### src/rtl/disp_scan_ctrl.sv
// Multiplexed 7-segment scan controller with frame-synchronous digit shadow registers.
// Define DISP_SCAN_BLANK_EN to add an anti-ghosting dead-time (BLANK) at the end of every slot.
module disp_scan_ctrl #(
  parameter int CLK_FREQUENCY  = 10_000_000,
  parameter int SCAN_FREQUENCY = 240,
  parameter int NUM_DIGITS     = 4,
  parameter int BLANK_CYCLES   = 16
) (
  input  logic                          clk,
  input  logic                          rst,
  input  logic                          wr_valid,
  output logic                          wr_ready,
  input  logic [$clog2(NUM_DIGITS)-1:0] wr_addr,
  input  logic [3:0]                    wr_data,
  input  logic [NUM_DIGITS-1:0]         digit_en_mask,
  output logic [NUM_DIGITS-1:0]         an,
  output logic [6:0]                    seg,
  output logic [$clog2(NUM_DIGITS)-1:0] scan_idx,
  output logic                          frame_start
);

  localparam int STEP = CLK_FREQUENCY / (SCAN_FREQUENCY * NUM_DIGITS);
  localparam int AW   = $clog2(NUM_DIGITS);
  localparam int CW   = (STEP > 1) ? $clog2(STEP) : 1;

  localparam logic [CW-1:0] CNT_LAST   = CW'(STEP - 1);
  localparam logic [AW-1:0] IDX_LAST   = AW'(NUM_DIGITS - 1);
  localparam logic [AW:0]   ADDR_LIMIT = (AW + 1)'(NUM_DIGITS);

  if (BLANK_CYCLES >= STEP || NUM_DIGITS < 2) begin : g_param_check
    $error("disp_scan_ctrl: need NUM_DIGITS >= 2 and BLANK_CYCLES < STEP");
  end

`ifdef DISP_SCAN_BLANK_EN
  localparam logic [CW-1:0] SHOW_LAST = CW'(STEP - BLANK_CYCLES - 1);
  typedef enum logic [0:0] { SHOW, BLANK } state_t;
`else
  typedef enum logic [0:0] { SHOW } state_t;
`endif

  state_t          state;
  state_t          next_state;
  logic            started;
  logic [CW-1:0]   slot_cnt;
  logic [CW-1:0]   next_cnt;
  logic [AW-1:0]   next_idx;
  logic            slot_last;
  logic            commit_now;
  logic            next_frame;
  logic            next_commit;
  logic            wr_accept;
  logic [3:0]      next_digit;
  logic [3:0]      shadow [NUM_DIGITS];
  logic [3:0]      active [NUM_DIGITS];

  function automatic logic [6:0] decode(input logic [3:0] v);
    logic [6:0] s;
    s = 7'b1111111;
    case (v)
      4'h0: s = 7'b1000000;
      4'h1: s = 7'b1111001;
      4'h2: s = 7'b0100100;
      4'h3: s = 7'b0110000;
      4'h4: s = 7'b0011001;
      4'h5: s = 7'b0010010;
      4'h6: s = 7'b0000010;
      4'h7: s = 7'b1111000;
      4'h8: s = 7'b0000000;
      4'h9: s = 7'b0010000;
      4'hA: s = 7'b0001000;
      4'hB: s = 7'b0000011;
      4'hC: s = 7'b1000110;
      4'hD: s = 7'b0100001;
      4'hE: s = 7'b0000110;
      4'hF: s = 7'b0001110;
      default: s = 7'b1111111;
    endcase
    return s;
  endfunction

  // Registers describe the cycle currently on the pins; this computes the cycle about to start.
  // `started` lets the first edge after reset land on slot 0 cycle 0 rather than cycle 1.
  always_comb begin
    slot_last  = started && (slot_cnt == CNT_LAST);
    commit_now = slot_last && (scan_idx == IDX_LAST);
    next_cnt   = slot_cnt + 1'b1;
    next_idx   = scan_idx;
    if (!started) begin
      next_cnt = '0;
      next_idx = '0;
    end else if (slot_last) begin
      next_cnt = '0;
      next_idx = (scan_idx == IDX_LAST) ? '0 : scan_idx + 1'b1;
    end
    next_frame  = !started || commit_now;
    next_commit = (next_idx == IDX_LAST) && (next_cnt == CNT_LAST);

    next_state = state;
`ifdef DISP_SCAN_BLANK_EN
    case (state)
      SHOW:    if (started && slot_cnt == SHOW_LAST) next_state = BLANK;
      BLANK:   if (slot_last) next_state = SHOW;
      default: next_state = SHOW;
    endcase
`endif

    // Digit 0 of a new frame must see the value being committed on this same edge.
    next_digit = commit_now ? shadow[next_idx] : active[next_idx];
    wr_accept  = wr_valid && wr_ready && ({1'b0, wr_addr} < ADDR_LIMIT);
  end

  always_ff @(posedge clk) begin
    if (rst) begin
      started     <= 1'b0;
      slot_cnt    <= '0;
      scan_idx    <= '0;
      state       <= SHOW;
      an          <= '1;
      seg         <= 7'b1111111;
      frame_start <= 1'b0;
      wr_ready    <= 1'b0;
      for (int i = 0; i < NUM_DIGITS; i++) begin
        shadow[i] <= 4'h0;
        active[i] <= 4'h0;
      end
    end else begin
      started     <= 1'b1;
      slot_cnt    <= next_cnt;
      scan_idx    <= next_idx;
      state       <= next_state;
      frame_start <= next_frame;
      wr_ready    <= !next_commit;

      if (commit_now) begin
        for (int i = 0; i < NUM_DIGITS; i++) active[i] <= shadow[i];
      end
      if (wr_accept) shadow[wr_addr] <= wr_data;

      if (next_state == SHOW) begin
        an  <= digit_en_mask[next_idx] ? ~(NUM_DIGITS'(1) << next_idx) : '1;
        seg <= decode(next_digit);
      end else begin
        an  <= '1;
        seg <= 7'b1111111;
      end
    end
  end

endmodule

### config.mk
export PLATFORM = sky130hd
export DESIGN_NAME = disp_scan_ctrl
export DESIGN_NICKNAME = d
export VERILOG_FILES = /design/src/rtl/disp_scan_ctrl.sv
export SDC_FILE = /design/constraint.sdc
export NUM_CORES = 1
export LEC_CHECK = 0
export ABC_AREA = 1
export BUFFER_PORTS_ARGS = -buffer_cell sky130_fd_sc_hd__clkbuf_2
export CAP_MARGIN = 0
export CORE_MARGIN = 2
export CORE_UTILIZATION = 55
export DETAILED_ROUTE_END_ITERATION = 7
export PLACE_DENSITY = 0.85
export SYNTH_ARGS = -nofsm -noshare
export SYNTH_HDL_FRONTEND = slang
export SYNTH_SLANG_ARGS = --single-unit
### constraint.sdc
create_clock -name clk -period 4.85 [get_ports clk]
set_clock_uncertainty 0.1 [all_clocks]
set_input_delay 0.2425 -clock clk [delete_from_list [all_inputs] [get_ports clk]]
set_output_delay 0.2425 -clock clk [all_outputs]
set_load 0.02 [all_outputs]
## After elaboration in Yosys (flattened, before gate mapping)

Memories as Yosys holds them, arrays and structs flattened. A register that Yosys moved wholly into a read port is not among the register bits.
Cells that the tools add are included.

- RAM bits: 32
- Bits in read-only memories: 112
- Memories kept: 3
- Bits in latches: 0
- Register bits after elaboration: 23
- Input port bits: 13

Memories:

| name | depth | width | read ports | clocked after Yosys merged registers in | write ports | line | source |
|---|---|---|---|---|---|---|---|
| (no name shown) | 16 | 7 | 1 | 1 | 0 | 59 | `case (v)` |
| active | 4 | 4 | 1 | 0 | 4 | 54 | `logic [3:0] active [NUM_DIGITS];` |
| shadow | 4 | 4 | 5 | 0 | 4 | 53 | `logic [3:0] shadow [NUM_DIGITS];` |

- Mux-type cells: 24
- Add/sub/neg operators: 2
- Equal/unequal tests: 4
- Shift operators: 1
- Order comparisons: 1
- Bitwise logic cells: 6
- Reduce and logical (&&, ||, !) cells: 9
- Div/mod/pow operators: 0
- Multipliers: 0

Operator list:

| kind | number |
|---|---|
| 14-bit == test (second input constant) | 2 |
| 14-bit 2-to-1 mux | 2 |
| 4-bit 2-to-1 mux | 6 |
| 14-bit by 1-bit adder with 14-bit output (second input constant) | 1 |
| 1-bit 2-to-1 mux | 11 |
| 2-bit 2-to-1 mux | 4 |
| 2-bit == test (second input constant) | 2 |
| 1-bit logical AND | 4 |
| 4-bit NOT | 1 |
| 1-bit OR | 4 |
| 4-bit OR reduction | 1 |
| 1-bit by 2-bit << shifter with 4-bit output (first input constant) | 1 |
| 2-bit by 3-bit < comparator with 1-bit output (second input constant) | 1 |
| 2-bit by 1-bit adder with 2-bit output (second input constant) | 1 |
| 1-bit binary-select mux with 2-bit select | 1 |
| 1-bit zero test | 2 |
| 2-bit OR reduction | 1 |
| 1-bit logical OR | 1 |
| 1-bit NOT | 1 |

## Longest topological paths before layout

Gate-level depths: netlist of the first run.

- Depth after elaboration: 8
- Mapped depth: 20
- Depth with buffers taken out: 19

## Least setup slack after synthesis of the first run

No wires, ideal clock.

- Kind: register to register
- From: register slot_cnt[0]
- To: register seg[0]
- Buffers on the path: 1
- Period minus slack after synthesis: 2488 ps
- Slack: 2362 ps
- Cell stages (with the launch flop): 19
- Setup time: 133 ps
- Data required time: 4617 ps
- Data arrival time: 2255 ps
- Cell sequence: dfxtp_1 > ha_1 > nand3_4 > nor2_2 > nand2_2 > nand2_2 > nand3_2 > buf_4 > nand3_1 > nand2_1 > nor2_1 > nand2_1 > nand2_1 > inv_1 > ha_1 > inv_1 > nand3_1 > nand3_1 > nand3_1

- Word-level cells in the longest chain between the ends: 6
- Elaborated cells on any way between the ends: 8

Ends and longest elaborated chain:

| what | line | source |
|---|---|---|
| from (decl) | 44 | `logic [CW-1:0] slot_cnt;` |
| from (signal assigned) | 128 | `slot_cnt <= next_cnt;` |
| 14-bit == test (*) | 84 | `slot_last = started && (slot_cnt == CNT_LAST);` |
| 1-bit logical AND (*) | 84 |  |
| 2-bit 2-to-1 mux | 91 | `end else if (slot_last) begin` |
| 2-bit 2-to-1 mux | 88 | `if (!started) begin` |
| memory read 4 x 4 bit, on equally long branches | - |  |
| 4-bit 2-to-1 mux (*) | 108 | `next_digit = commit_now ? shadow[next_idx] : active[next_idx];` |
| to (decl) | 17 | `output logic [6:0] seg,` |

Mark *: on every way between the ends. The rest lies on a longest branch, timed or not.
A chain may end at the register's enable or synchronous reset.

## Worst setup path after layout of the first run

- From: register started
- To: register seg[3]

- Word-level cells in the longest chain between the ends: 5
- Elaborated cells on any way between the ends: 7

Ends and longest elaborated chain:

| what | line | source |
|---|---|---|
| from (decl) | 43 | `logic started;` |
| from (signal assigned) | 114 | `started <= 1'b0;` |
| from (signal assigned) | 127 | `started <= 1'b1;` |
| 1-bit logical AND | 84 |  |
| 2-bit 2-to-1 mux | 91 |  |
| 2-bit 2-to-1 mux | 88 |  |
| memory read 4 x 4 bit, on equally long branches | - |  |
| 4-bit 2-to-1 mux (*) | 108 |  |

Marks and branches as above.

==> results.json, run 1 <==
{
  "status": "complete, no violations",
  "power_frac_clock_pct": 42.8,
  "switching_share_pct": 23.0,
  "p_switching_mw": 0.262,
  "wl_per_cell_um": 13.1,
  "syn_area_um2": 3180,
  "yosysTopAreaCell": "edfxtp_1",
  "ys_ff_latch": 62,
  "setup_ws_ns": 1.63,
  "period_share_pct": 66.4,
  "numClockSinks": 62,
  "final_cell_mix": "nand2_1 (104), nor2_1 (77), inv_1 (50)",
  "yosys_warnings": 0,
  "synth_cell_types": 31,
  "vias": 2693,
  "grt_pass1_vias": 2525,
  "clk_latency_ns": 0.33,
  "endpoint_kind": "flip-flop",
  "slew_headroom_pct": 50.6,
  "required_ns": 4.95,
  "dieArea_um2": 6410,
  "stdcell_area_um2": 3570,
  "setup_viol": 0,
  "firstDrtPassIters": 5,
  "synth_top_area_share_pct": 30.2,
  "clockBufferDepth": 2,
  "htreeDepth": 3,
  "initial_core_util_pct": 57.4,
  "power.internal_mw": 0.878,
  "seq_area_frac_synth_pct": 49.1,
  "tightest_slew_ns": 0.740,
  "cp_data_arrival_time_ns": 3.32,
  "detail-route-antenna-nets": 0,
  "root_buffer": "clkbuf_8",
  "drc": 0,
  "n_fill_cell": 502,
  "avgSynthCellArea_um2": 7.80,
  "cts-resized-gates": 0,
  "routed_via_density": 5.24,
  "clk_pin_slew_ns": 0.07,
  "period_needed_ns": 3.22,
  "cts_setup_buffers": 0,
  "core-area_um2": 5540,
  "hold_violations": 0,
  "cts_tree": "built",
  "pre_cts_ws_ns": 1.65,
  "slew_violations": 0,
  "setup_tns_ns": 0,
  "diodes": 0,
  "worstPathMaxFanout": 20,
  "cts_hold_buf": 0,
  "irDropWorstVdd_mv": 0.283,
  "p_comb_share_pct": 6.4,
  "rsz0062_at_grt": "false",
  "leakage_nw": 1.55,
  "fp.dieW_um": 80.0,
  "grt_pass1_wl_um": 11300,
  "p_per_area_nw_per_um2": 319,
  "port_buffers": 27,
  "drt-total-wl_um": 6760,
  "final_common_cell": "nand2_1",
  "power_frac_seq_pct": 50.8,
  "first_iter_violations": 203,
  "worst_setup_path_start_kind": "flip-flop",
  "drive_gt1_share_pct": 14.0,
  "r2r_cells": 16,
  "cts_buffers": 9,
  "place_congestion": 0.932,
  "hp-class": "in -> reg",
  "dpl.hpwl_um": 4960,
  "ys_top_cells_by_area": "edfxtp_1 (30%), dfxtp_1 (19%), nand2_1 (12%), nor2_1 (9.1%), nand3_1 (6.5%)",
  "grt_max_degree": 21,
  "fmax_mhz": 311,
  "grt_use_total_pct": 23.4,
  "drv_cap": 0,
  "grt_overflow": 0,
  "io_pins": 28,
  "antenna_found_initial": 0,
  "die_y_um": 80.0,
  "syn_inst": 408,
  "placement_rows": 27,
  "synth_fp_nets": 429,
  "place_area_um2": 3360,
  "fin_nets": 458,
  "hold_depth": 4,
  "areaGrowthSynthToFinish_pct": 12.3,
  "critPathKind": "reg -> reg"
}
kinds of logic after synthesis:
| family | share of synthesized area [%] |
|---|---|
| adder cells (fa/ha/maj) | 3.15 |
| AO/OA/AOI/OAI | 2.75 |
| buffers and inverters | 7.59 |
| flip-flops | 49.1 |
| AND/OR/NAND/NOR | 36.6 |
| XOR/XNOR | 0.826 |
layer usage:
layer  wire length (µm)  GRT usage, %  part of all wire, %
met4                121          9.49                  1.8
met3                403          6.22                  6.0
met2               3180          37.6                   47
met1               3050          30.0                   45
met5                  0             0                    0
final timing paths:
kind,from,endpoint,slack (ns)
min reg2reg,slot_cnt[0],slot_cnt[0],0.38
max reg2reg,started,seg[3],1.63
max,started,seg[3],1.63
min,digit_en_mask[0],an[1],0.17
critical path, cell delays in order (launching register included):
cell,delay [ns]
dfxtp_1,0.62
nand3_1,0.20
nor2_2,0.17
nand2_2,0.09
nand2_2,0.08
nand2_1,0.06
nor2_2,0.57
nor2_2,0.11
nand2_1,0.11
nand4_1,0.11
nand2_1,0.18
inv_1,0.12
ha_1,0.23
nand3_1,0.13
nand2_1,0.07
nand2_1,0.06
nand3_1,0.07
final cells by class:
cell class	count	area [µm²]	share of cell area (%)
tap	72	90.1	2.52
clock buffer	9	124	3.47
multi-input combinational	285	1380	38.6
clock inverter	7	88.8	2.49
sequential	62	1560	43.7
timing repair buffer	27	135	3.78
inverter	52	195	5.46
power groups by stage:
stage                     registers, mW  logic, mW  clock network, mW
after detailed placement          0.591     0.0722                  0
after global routing              0.581     0.0820              0.520
after floorplan                   0.595     0.0432                  0
after CTS                         0.580     0.0727              0.495
final                             0.579     0.0728              0.487
after global placement            0.590     0.0701                  0
flip-flops by register name (all words and copies together) (netlist names):
register     count
active          16
an               4
frame_start      1
scan_idx         2
seg              7
shadow          16
slot_cnt        14
started          1
wr_ready         1
cells in the mapped netlist:
master,number
a21oi_1,5
and3_1,2
buf_2,1
buf_4,3
clkbuf_1,5
clkinv_1,1
dfxtp_1,30
edfxtp_1,32
ha_1,8
inv_1,50
inv_2,1
nand2_1,104
nand2_2,5
nand2_4,1
nand3_1,41
nand3_2,3
nand3_4,2
nand3b_1,3
nand4_1,6
nand4_4,1
nor2_1,77
nor2_2,7
nor3_1,4
nor3b_1,1
nor4_1,1
o211ai_1,2
o21ai_0,6
o21ai_1,2
o21bai_1,1
xnor2_1,2
xor2_1,1
stage by stage:
| step | cells | utilization (%) | power [mW] | hold WS [ns] |
|---|---|---|---|---|
| after floorplan | 408 | - | 0.638 | 0.326 |
| after global placement | 498 | 60.6 | 0.660 | 0.347 |
| after detailed placement | 498 | 60.6 | 0.663 | 0.362 |
| after CTS | 514 | 64.5 | 1.15 | 0.140 |
| after global routing | 514 | 64.5 | 1.18 | 0.168 |
| final | 514 | 64.5 | 1.14 | 0.165 |
(Power assumes the default switching activity.)
==> run 2: changes to the inputs <==
CORE_UTILIZATION = 53   (was 55)
PLACE_DENSITY = 0.86   (was 0.85)
clock period = 2.96 ns   (was 4.85 ns; I/O delays follow)
==> results.json, run 2 (same netlist as run 1, synthesis figures left out) <==
{
  "core-area_um2": 5850,
  "crit_buf_inv": 3,
  "antenna_found_initial": 0,
  "wl_per_cell_um": 12.6,
  "io_pins": 28,
  "dpl.hpwl_um": 4700,
  "setup_tns_ns": 0,
  "clockBufferDepth": 2,
  "port_buffers": 27,
  "grt_use_total_pct": 21.0,
  "reg.largest.list": "active: 16 flops, shadow: 16 flops, slot_cnt: 14 flops",
  "place_congestion": 0.921,
  "final_cell_mix": "nand2_1 (103), nor2_1 (77), inv_1 (50)",
  "grt_overflow": 0,
  "clk_pin_slew_ns": 0.07,
  "drt-total-wl_um": 6640,
  "die_y_um": 81.5,
  "power_mw": 1.83,
  "drive_gt1_share_pct": 16.4,
  "slew_violations": 0,
  "cts_tree": "built",
  "stdcell_area_um2": 3670,
  "final_common_cell": "nand2_1",
  "critPathKind": "reg -> reg",
  "setup_viol": 0,
  "regArea_um2": 1560,
  "clk_latency_ns": 0.34,
  "period_share_pct": 93.5,
  "hold_violations": 0,
  "drv_cap": 0,
  "multi_input_area_um2": 1400,
  "htreeDepth": 3,
  "drc": 0,
  "required_ns": 3.08,
  "firstDrtPassIters": 5,
  "numClockSinks": 62,
  "vias": 2757,
  "cp_data_arrival_time_ns": 2.89,
  "fp.dieW_um": 81.5,
  "grtUsageMet2_pct": 34.8,
  "slowest_stage": "dfxtp_1",
  "areaGrowthSynthToFinish_pct": 15.5,
  "grt_pass1_vias": 2415,
  "cts_hold_buf": 0,
  "placed_cells": 507,
  "routed_via_density": 5.24,
  "fmax_mhz": 361,
  "initial_core_util_pct": 54.4,
  "crit_family": "simple AND/OR/NAND/NOR gates",
  "hp-class": "in -> reg",
  "first_iter_violations": 265,
  "endpoint_kind": "flip-flop",
  "irDropWorstVdd_mv": 0.394,
  "fin_nets": 467,
  "worstPathMaxFanout": 6,
  "status": "complete, no violations",
  "grt_max_degree": 18,
  "grt_util_met3_pct": 4.07,
  "crit_chain": "ha_2, nand3_4, nor2_2, nand3_2, nand2_1, nor2_4, buf_12, nand3_1, nand2_1, nor2_1, nand2_1, nand2_1, inv_1, ha_1, inv_1, nand3_1, nand3_1, nand3_1",
  "cts_buffers": 9,
  "leakage_nw": 1.59,
  "grt_pass1_wl_um": 10500,
  "use_met1_pct": 26.3,
  "period_needed_ns": 2.77,
  "stdcell_count": 526,
  "slowest_delay_ns": 0.37,
  "n_fill_cell": 495,
  "p_per_area_nw_per_um2": 498,
  "holdWs_ns": 0.00707,
  "slew_headroom_pct": 56.4,
  "placement_rows": 28,
  "diodes": 0,
  "worst_setup_path_start_kind": "flip-flop",
  "root_buffer": "clkbuf_8",
  "detail-route-antenna-nets": 0,
  "place_area_um2": 3410,
  "grt-busiest-layer": "met2",
  "tightest_slew_ns": 0.652,
  "dieArea_um2": 6640
}
-- run 2: worst paths after layout --
kind / slack, ns / startpoint / end / cells after the start
worst max register to register: 0.19 / slot_cnt[0] / seg[0] / 18
worst max-delay path: 0.19 / slot_cnt[0] / seg[0] / 18
worst min register to register: 0.37 / slot_cnt[0] / slot_cnt[0] / 1
worst min-delay path: 0.007 / digit_en_mask[1] / an[0] / 4
-- run 2: area by class of cell --
type	instances	share of cell area (%)
Clock inverter	7	2.21
Sequential cell	62	42.5
Inverter	52	5.31
Multi-Input combinational cell	285	38.2
Tap cell	75	2.55
Timing Repair Buffer	36	5.86
Clock buffer	9	3.37
-- run 2: per-stage QoR --
| step | worst slack (ns) | utilization, % |
|---|---|---|
| after floorplan | 0.472 | - |
| after global placement | 0.289 | 58.3 |
| after detailed placement | 0.139 | 58.3 |
| after CTS | 0.0970 | 61.8 |
| after global routing | -0.0144 | 62.8 |
| final | 0.194 | 62.8 |
-- run 2: metal layers --
| metal | wire length, µm | part of all wire (%) |
|---|---|---|
| met1 | 2850 | 43 |
| met2 | 3260 | 49 |
| met3 | 383 | 5.8 |
| met4 | 153 | 2.3 |
| met5 | 0 | 0 |
-- run 2: worst min-delay path: stages --
cell	delay [ns]
clkbuf_2	0.08
nand2_1	0.05
nand2_1	0.07
nand4_1	0.07
-- run 2: where the power goes --
part	switching, mW	internal [mW]	total [mW]
sequential	0.0126	0.934	0.946
clock	0.361	0.398	0.760
combinational	0.0863	0.0386	0.125
-- run 2: repair_timing --
action	CTS	global route
setup endpoints to repair	0	7
resized for setup	0	6
buffers inserted	0	3
==> run 3: changes to the inputs <==
CORE_MARGIN = 8   (was 2)
==> results.json, run 3 (same netlist as run 1, synthesis figures left out) <==
{
  "status": "complete, no violations",
  "areaGrowthSynthToFinish_pct": 13.7,
  "pre_cts_ws_ns": 0.147,
  "slew_violations": 0,
  "final_common_cell": "nand2_1",
  "leakage_nw": 1.55,
  "die_y_um": 93.5,
  "port_buffers": 27,
  "io_pins": 28,
  "worst_setup_path_start_kind": "flip-flop",
  "fmax_mhz": 380,
  "numClockSinks": 62,
  "drc": 0,
  "initial_core_util_pct": 54.4,
  "critPathKind": "reg -> reg",
  "cts_setup_buffers": 0,
  "drt-total-wl_um": 6860,
  "setup_ws_ns": 0.330,
  "dieArea_um2": 8740,
  "grt_max_degree": 21,
  "clk_latency_ns": 0.35,
  "setup_viol": 0,
  "routed_via_density": 5.20,
  "period_needed_ns": 2.63,
  "vias": 2702,
  "hold_violations": 0,
  "place_congestion": 0.873,
  "endpoint_kind": "flip-flop",
  "rsz0062_at_grt": "false",
  "htreeDepth": 3,
  "diodes": 0,
  "wl_per_cell_um": 13.2,
  "dpl.hpwl_um": 5060,
  "setup_tns_ns": 0,
  "root_buffer": "clkbuf_8",
  "first_iter_violations": 274,
  "antenna_found_initial": 0,
  "holdWs_ns": 0.0221,
  "place_area_um2": 3390,
  "required_ns": 3.10,
  "stdcell_area_um2": 3610,
  "detail-route-antenna-nets": 0,
  "worstPathMaxFanout": 20,
  "grt_use_total_pct": 16.5,
  "clockBufferDepth": 2,
  "drive_gt1_share_pct": 15.5,
  "fin_nets": 461,
  "drv_cap": 0,
  "cp_data_arrival_time_ns": 2.77,
  "grt_overflow": 0,
  "clk_pin_slew_ns": 0.08,
  "grt_pass1_wl_um": 11400,
  "p_per_area_nw_per_um2": 504,
  "firstDrtPassIters": 4,
  "fp.dieW_um": 93.5,
  "core-area_um2": 5850,
  "irDropWorstVdd_mv": 0.394,
  "cts_tree": "built",
  "slew_headroom_pct": 56.7,
  "reg.largest.list": "active: 16 flops, shadow: 16 flops, slot_cnt: 14 flops",
  "final_cell_mix": "nand2_1 (102), nor2_1 (77), inv_1 (50)",
  "period_share_pct": 88.9,
  "power_mw": 1.82,
  "placement_rows": 28,
  "tightest_slew_ns": 0.648,
  "cts_buffers": 9,
  "grt_pass1_vias": 2547,
  "hp-class": "in -> reg"
}
## run 3: changes by cell type in the layout (fill, tap and decap cells not counted), sizes merged
cell | previous run | this run
buf | 8 | 3
clkinvlp | 1 | 3
inv | 53 | 51
clkbuf | 37 | 36
## run 3: path summary, 6_finish.rpt
path	start	slack (ns)	depth (start not counted)	end
hold / removal	digit_en_mask[0]	0.02	4	an[1]
hold reg to reg	slot_cnt[0]	0.38	1	slot_cnt[0]
setup / recovery	slot_cnt[0]	0.33	18	seg[3]
setup reg to reg	slot_cnt[0]	0.33	18	seg[3]
## run 3: what timing repair did
item / 4_1_cts / 5_1_grt
setup endpoints to repair: 0 / 6
gates resized for setup: 0 / 7
hold buffers: 0 / 0
## run 3: final cells by class
cell class                 instances  area, µm²
clock inverter                     7       75.1
fill                             494       2240
clock buffer                       9        124
inverter                          52        195
tap                               75       93.8
timing repair buffer              30        165
multi-input combinational        285       1400
sequential                        62       1560
## run 3: through the flow
step | instances | utilization (%)
after global placement | 504 | 57.9
final | 520 | 61.8
after floorplan | 408 | -
after detailed placement | 504 | 57.9
after global routing | 520 | 61.8
after CTS | 520 | 61.3
## run 3: power by group
part / switching [mW] / internal, mW / leakage (nW)
Clock: 0.363 / 0.389 / 0.0914
Combinational: 0.0860 / 0.0385 / 0.888
Sequential: 0.0126 / 0.934 / 0.570
Total: 0.461 / 1.36 / 1.55
## run 3: worst max-delay path, cell delays in order, from the launching register on
cell and delay [ns]:
dfxtp_1 0.38, ha_2 0.23, nand3_4 0.11, nor2_2 0.17, nand2_2 0.09, nand2_2 0.09, nand2_1 0.06, nor2_2 0.11
buf_8 0.18, nor2_2 0.07, nand2_1 0.06, nand4_1 0.11, nand2_2 0.13, inv_1 0.10, ha_1 0.22, nand3_1 0.12
nand2_1 0.07, nand2_1 0.05, nand3_1 0.06
## run 3: routing by layer
metal  up-vias  track usage, %  routed length, µm
met5         -               0                  0
met4         0            8.05                119
met3        12            4.17                421
met2        80            27.7               3340
met1      1242            19.0               2980
li1       1368               -                  -
